===== config.mk =====
export PLATFORM = sky130hd
export DESIGN_NAME = group_arr_plane_sequencer
export DESIGN_NICKNAME = d
export VERILOG_FILES = /design/src/rtl/group_arr_plane_sequencer.sv
export SDC_FILE = /design/constraint.sdc
export NUM_CORES = 1
export LEC_CHECK = 0
export BUFFER_PORTS_ARGS = -buffer_cell sky130_fd_sc_hd__buf_4
export CORE_AREA = 5 5 278 280
export DETAILED_ROUTE_END_ITERATION = 8
export DIE_AREA = 0 0 283 285
export PLACE_DENSITY = 0.69
export SETUP_SLACK_MARGIN = 0.02
export SYNTH_ARGS = -nofsm -noshare
export SYNTH_HDL_FRONTEND = slang
export SYNTH_SLANG_ARGS = --single-unit

===== constraint.sdc =====
create_clock -name clk -period 8 [get_ports clk]
set_clock_uncertainty 0.15 [all_clocks]
set_input_delay 0.4 -clock clk [delete_from_list [all_inputs] [get_ports clk]]
set_output_delay 0.4 -clock clk [all_outputs]
set_load 0.02 [all_outputs]

===== src/rtl/group_arr_plane_sequencer.sv =====
// Piled-to-planar reorder: buffers ARR_L elements, then emits PLANE_N planar words (plane 0 first).
// Zero-bubble into EMIT on the last accept; in_ready is low while emitting, out_ready low stalls EMIT.
module group_arr_plane_sequencer #(
  parameter int ARR_L   = 32,
  parameter int ELE_W   = 8,
  parameter int PLANE_N = 4,
  parameter int IDX_W   = (PLANE_N > 1) ? $clog2(PLANE_N) : 1,
  parameter int CNT_W   = $clog2(ARR_L + 1)
) (
  input  logic                     clk,
  input  logic                     rst_n,
  input  logic                     clear,
  input  logic                     in_valid,
  output logic                     in_ready,
  input  logic [PLANE_N*ELE_W-1:0] in_data,
  output logic                     out_valid,
  input  logic                     out_ready,
  output logic [ARR_L*ELE_W-1:0]   out_plane,
  output logic [IDX_W-1:0]         out_plane_idx,
  output logic                     out_last,
  output logic [CNT_W-1:0]         fill_cnt
);

  localparam int SLOT_W = (ARR_L > 1) ? $clog2(ARR_L) : 1;

  typedef enum logic {FILL, EMIT} state_e;

  state_e           state_q, state_d;
  logic [CNT_W-1:0] fill_cnt_q, fill_cnt_d;
  logic [IDX_W-1:0] idx_q, idx_d;

  // Stored field-major per slot so the plane gather is a plain index per slot.
  logic [ELE_W-1:0] buf_q [ARR_L][PLANE_N];

  logic              in_acc;
  logic [SLOT_W-1:0] wr_slot;

  assign in_acc  = in_valid & in_ready & ~clear;
  assign wr_slot = fill_cnt_q[SLOT_W-1:0];

  always_ff @(posedge clk) begin
    if (in_acc) begin
      for (int k = 0; k < PLANE_N; k++) begin
        buf_q[wr_slot][k] <= in_data[k*ELE_W +: ELE_W];
      end
    end
  end

  always_comb begin
    state_d    = state_q;
    fill_cnt_d = fill_cnt_q;
    idx_d      = idx_q;
    in_ready   = 1'b0;
    out_valid  = 1'b0;
    case (state_q)
      FILL: begin
        in_ready = 1'b1;
        if (in_valid) begin
          fill_cnt_d = fill_cnt_q + CNT_W'(1);
          if (fill_cnt_q == CNT_W'(ARR_L - 1)) begin
            state_d = EMIT;
            idx_d   = '0;
          end
        end
      end
      EMIT: begin
        out_valid = 1'b1;
        if (out_ready) begin
          if (out_last) begin
            state_d    = FILL;
            fill_cnt_d = '0;
            idx_d      = '0;
          end else begin
            idx_d = idx_q + IDX_W'(1);
          end
        end
      end
      default: begin
        state_d    = FILL;
        fill_cnt_d = '0;
        idx_d      = '0;
      end
    endcase
    // Abort wins over any handshake presented in the same cycle.
    if (clear) begin
      state_d    = FILL;
      fill_cnt_d = '0;
      idx_d      = '0;
    end
  end

  always_ff @(posedge clk or negedge rst_n) begin
    if (!rst_n) begin
      state_q    <= FILL;
      fill_cnt_q <= '0;
      idx_q      <= '0;
    end else begin
      state_q    <= state_d;
      fill_cnt_q <= fill_cnt_d;
      idx_q      <= idx_d;
    end
  end

  always_comb begin
    out_plane = '0;
    for (int i = 0; i < ARR_L; i++) begin
      out_plane[i*ELE_W +: ELE_W] = buf_q[i][idx_q];
    end
  end

  assign out_plane_idx = idx_q;
  assign out_last      = (idx_q == IDX_W'(PLANE_N - 1));
  assign fill_cnt      = fill_cnt_q;

endmodule


* Yosys cells after proc, flatten, opt, wreduce, memory -nomap -nowiden
Memory sizes are Yosys's and may differ from the RTL's.
Index checks and enable logic that the tools add are counted.
** Word-level totals
- Memory bits (writable) :: 1024
- Register bits after elaboration :: 9
- Word-level logic and storage cells :: 137
- Bits of input ports :: 37
- Output and inout bits :: 267
- Memories kept :: 1
** Operators by class
- Add/subtract/negate cells :: 2
- Mux-type cells :: 117
- Bitwise logic cells :: 5
- Reduce and logical (&&, ||, !) cells :: 2
- $lt $le $gt $ge :: 1
- Equality and inequality tests :: 6
** Memory list
- buf_q :: words 32, bits a word 32, read ports 32, clocked after memory_dff 0, write ports 1, RTL line 33 : logic [ELE_W-1:0] buf_q [ARR_L][PLANE_N];
** Operators with widths (number)
- binary-select mux 8 bit (select 2 bit) :: 32
- two-way mux 8 bit :: 64
- two-way mux 6 bit :: 4
- inequality test 3 bit, second input constant :: 4
- case mux 6 bit (2 select lines) :: 1
- two-way mux 2 bit :: 5
- two-way mux 1 bit :: 9
- adder 6 x 1 -> 6 bit, second input constant :: 1
- equality test 6 x 5 -> 1 bit, second input constant :: 1
- AND reduction 3 bit :: 2
- case mux 2 bit (2 select lines) :: 1
- greater-or-equal comparator 3 bit, second input constant :: 1
- inverter 2 -> 3 bit :: 1
- adder 2 x 1 -> 2 bit, second input constant :: 1
- AND 1 bit :: 2
- equality test 2 bit, second input constant :: 1
- inverter 1 bit :: 2
- case mux 1 bit (2 select lines) :: 1

* Longest topological paths before layout
- Depth after elaboration :: 5
- Depth in mapped cells :: 5
- Gate-level depth less buffers :: 4

* Worst setup path after synthesis
Ideal clock, no wire load.
- Path kind :: reg-to-reg
- Start point :: register fill_cnt_q[2] (netlist: fill_cnt[2])
- End point :: memory buf_q[12][0] in the netlist's numbering, enable pin
- Setup time :: 0.421 ns
- Slack :: 4.911 ns
- Data required time :: 7.429 ns
- Cell stages (with the launch flop) :: 5
- Path buffers :: 1
- Clock period less this slack :: 3.089 ns
- Arrival :: 2.518 ns
- Path through :: dfrtp_1 > clkbuf_2 > inv_1 > or3_1 > nor2_1
** RTL lines
- start: declaration :: RTL line 29 : logic [CNT_W-1:0] fill_cnt_q, fill_cnt_d;
- start signal: assignment :: RTL line 99 : fill_cnt_q <= fill_cnt_d;
- end: declaration :: RTL line 33
No word-level cell before the write port.

* Final worst setup path
- Start point :: register idx_q[1] (netlist: out_plane_idx[1])
- End point :: output port out_plane[26]
** On the way
- Cells in the longest elaborated chain, start to end :: 4
** Ends and longest elaborated chain
- start: declaration :: RTL line 30 : logic [IDX_W-1:0] idx_q, idx_d;
- start signal: assignment :: RTL line 100 : idx_q <= idx_d;
- inverter 2 -> 3 bit (not written as such) :: RTL line 107 : out_plane[i*ELE_W +: ELE_W] = buf_q[i][idx_q];
- binary-select mux 8 bit (select 2 bit) :: RTL line 107
- two-way mux 8 bit (not written as such) (2 in a row) :: RTL line 107
- end: declaration :: RTL line 18 : output logic [ARR_L*ELE_W-1:0] out_plane,
No other way between the ends. The select of a mux whose other input is x is not followed.

==> results list <==
- Clock power frac: between 40% and 50%
- After synthesis, flip-flops and latches occupy 82.1% of the total area.
* Site Rows: 100
* CTS tree: yes
- P_int: 8570 µW
* Cells after synthesis: between 1,000 and 1,500
- Average cell area after synthesis: 26.1 µm²
- Vias per inst: around 6.0
- Setup total negative slack on the finished layout was measured at 0 ns.
- The worst setup path is captured at an output pin.
* CTS sink count: ~1,000
* Worst IR drop on VDD: between 0.15 and 0.2 mV
- For this design the ratio of total power to cell area is 241 mW/mm².
- The number of global-route vias before repair was roughly 18,000.
- Minimum clock period: around 4.0 ns
- Data arrives at the worst endpoint at 3.43 ns.
* Launch instance of the worst min-delay path: in_valid
- In this run the deepest clock path goes through 3 buffers.
- In the synthesized netlist the async set-or-reset flop fraction comes to less than 1%.
* Antenna viol nets, final: 0
- Worst Path Required: around 7.5 ns
- Post-detailed-routing wire length: approximately 90,000 µm
- IO Pins: 304
- Overall die height: roughly 290 µm
- Die Outline Area: 0.0807 mm²
- Main flop type after synthesis: edfxtp_1
- Part of the power in combinational logic: approximately 1.9%
- The total overflow left after global routing is 0.
- The worst hold path belongs to the class in2reg.
- By instance count, the leading cell after synthesis is edfxtp_1.
- Clock-pin slew on the worst setup and hold paths: ~0.060 ns
- The startpoint identified for the worst register-to-register timing path is out_plane_idx[1].
- The wire-length estimate of the detail-placed layout is 47,900 µm.
- In this run the cell area of the synthesized design comes to about 0.038 mm².
- Cell breakdown of the critical path: buf_4 -> mux4_2 -> buf_4
- Largest area contributor in the netlist: edfxtp_1
* Actual transition at the worst max-transition pin: 1.13 ns
* Post-route core utilization: approximately three fifths
- When the netlist entered floorplanning its net count stood at around 1,500.
* Delay of the slowest critical-path stage: between 1 and 1.5 ns
* Layout cells sized above 1: about two fifths
- After detailed routing, the number of remaining DRC violations is 0.
- Routability cong.: around 0.75
* Largest net degree at the start of global routing: 86
* Setup violators final: 0
* Total number of H-tree levels: 3
- From synthesis to final layout, the design area changed by 17.4%.
- Among the stages of the critical path, the cell type that occurs most often is buf_4.
* Final clock period utilization by the worst path: between 40% and 50%
- In this run the power spent charging and discharging nets is approximately 2100 µW.
* Critical path class: reg2out
- TritonCTS Buffers: between 100 and 150
- The Yosys step of the flow raised 0 warnings.
- Most common library cells after synthesis: edfxtp_1, mux4_2, nor2_1, buf_2, buf_6
- Number of failing hold endpoints at the final stage: 0
* First element of the critical path: out_plane_idx[1]
- Worst-skew pair later-pin latency: approximately 0.63 ns
- Port buffering added approximately 300 buffers.
- Yosys mapped a number of flops with a built-in enable equal to between 1,000 and 1,500.
* Slew Limit Fails: 0
- Summing over every cut layer, the via total after detailed routing is 17,200.
- RSZ-0062 raised after global routing: false
* Highest attainable clock frequency: about 0.25 GHz
* Final standard cell area without fillers: roughly 0.044 mm²
- Count of different cell masters after synthesis: 34
- Combined global-route utilization of all metal layers: 22.0%
* Die Span X: approximately 280 µm
- Starting utilization of the core area: 50.8%
- Of the total power, the share spent switching nets is between 10% and 20%.
- Sequential share of power: 56.1%
- Initial antenna violation count: 2
- Yosys top cell area share: around four fifths
- In the final routed layout, each cell accounts on average for between 30 and 40 µm.
* Static Leak: 0.0139 µW
* Flip-flop and latch count after synthesis: around 1,000
* Total power draw: between 10,000 and 15,000 µW
* Count of fill cells added during filler insertion: 5,080
- Placed inst area: ~0.04 mm²
- Core Region: between 0.07 and 0.08 mm²
* Number of design-rule violations left by the first detailed-router iteration: around 1,800
* Cell with the largest stage delay on the worst path: dfrtp_4
- Status: complete, no violations
* Maximum Capacitance Violations: 0
- Wire length of the first global-routing pass: 128,000 µm
- Largest cells by area after synthesis: edfxtp_1, mux4_2, buf_6, dfrtp_1, buf_2
- In the final design database the tool counted about 1,900 nets.
- The root buffer cell chosen for the clock tree is clkbuf_16.
- The first detailed-routing pass took 7 iterations.
- After clock tree synthesis, the setup repair step added 0 buffers.
* Worst Path Max Fanout: 73
- Relative max-transition margin: 24.4%
- STA classifies the critical path startpoint as a flip-flop.
-- cells by family (layout without fill, tap and decap cells) --
kind of cell / count (synthesis) / count (layout) / share of synthesized area (%)
flip-flops: 1033 / 1033 / 82.1
multiplexers: 259 / 259 / 15.4
buffers and inverters: 70 / 530 / 1.33
AND/OR/NAND/NOR: 65 / 65 / 0.796
AO/OA/AOI/OAI: 12 / 12 / 0.242
adder cells (fa/ha/maj): 5 / 5 / 0.166
other: 0 / 3 / 0
-- per-stage QoR --
step	hold slack, ns	cells	setup WS [ns]
2_1_floorplan	-0.0456	1444	4.91
3_3_place_gp	0.0813	2687	4.57
3_5_place_dp	0.0821	2687	4.56
4_1_cts	0.0296	2873	3.90
5_1_grt	0.0948	2874	3.74
6_report	0.0852	2876	4.02
-- worst max-delay path, delay by kind of cell, from the launching register on --
kind,cells,cell delay (ns)
mux,1,0.46
buf+inv,2,1.15
flops,1,1.11
-- timing repair --
| action | 4_1_cts | 5_1_grt |
|---|---|---|
| hold buffers | 5 | 0 |
| endpoints found under the hold margin | 14 | 0 |
| gates resized for setup | 0 | 0 |
-- routing by layer --
| metal | vias to the layer above | routed length (µm) | share of wire, % | GRT usage, % |
|---|---|---|---|---|
| met1 | 9309 | 35400 | 40 | 30.3 |
| li1 | 7007 | - | - | - |
| met4 | 0 | 1670 | 1.9 | 5.30 |
| met2 | 743 | 45400 | 51 | 36.7 |
| met3 | 104 | 6970 | 7.8 | 4.90 |
| met5 | - | 0 | 0 | 0 |
-- power groups by stage --
stage / combinational, µW / clock [µW] / sequential [µW]
finish: 204 / 4480 / 5970
floorplan: 25.1 / 0 / 6090
global route: 215 / 4820 / 5970
CTS: 210 / 4570 / 5970
global placement: 202 / 0 / 6090
detailed placement: 209 / 0 / 6090
-- state kept, by name, indices dropped and copies added, names as in the netlist --
name           count
state_q            1
buf_q           1024
fill_cnt           6
out_plane_idx      2
-- worst paths after layout --
kind,end,slack (ns),depth (start not counted)
hold reg to reg,state_q,0.44,1
hold / removal,fill_cnt[2],0.09,4
max in group asynchronous,fill_cnt[0],6.37,4
min in group asynchronous,fill_cnt[5],0.62,3
setup reg to reg,fill_cnt[5],4.53,5
setup / recovery,out_plane[26],4.02,3
-- cell type report --
class,instances,area [µm²],area share (%)
antenna,3,7.51,0.0169
clock buffer,133,2750,6.22
clock inverter,48,378,0.853
inverter,8,30.0,0.0678
multi-input combinational,341,6360,14.4
sequential,1033,31000,69.9
tap,969,1210,2.74
timing repair buffer,341,2580,5.83
-- cell usage in the layout, fill, tap and decap left out, drive strengths merged, types with 2 or more instances in the layout --
master,n
inv,11
nand2b,2
nand3,7
nand2,12
nor2,35
clkinvlp,3
buf,336
edfxtp,1024
or3,2
a22o,2
bufinv,5
a31oi,2
mux4,256
diode,3
dlygate4sd3,5
clkbuf,133
a311oi,2
ha,5
dfrtp,9
mux2i,2
clkinv,37
o21ai,2
(Power assumes the default switching activity.)
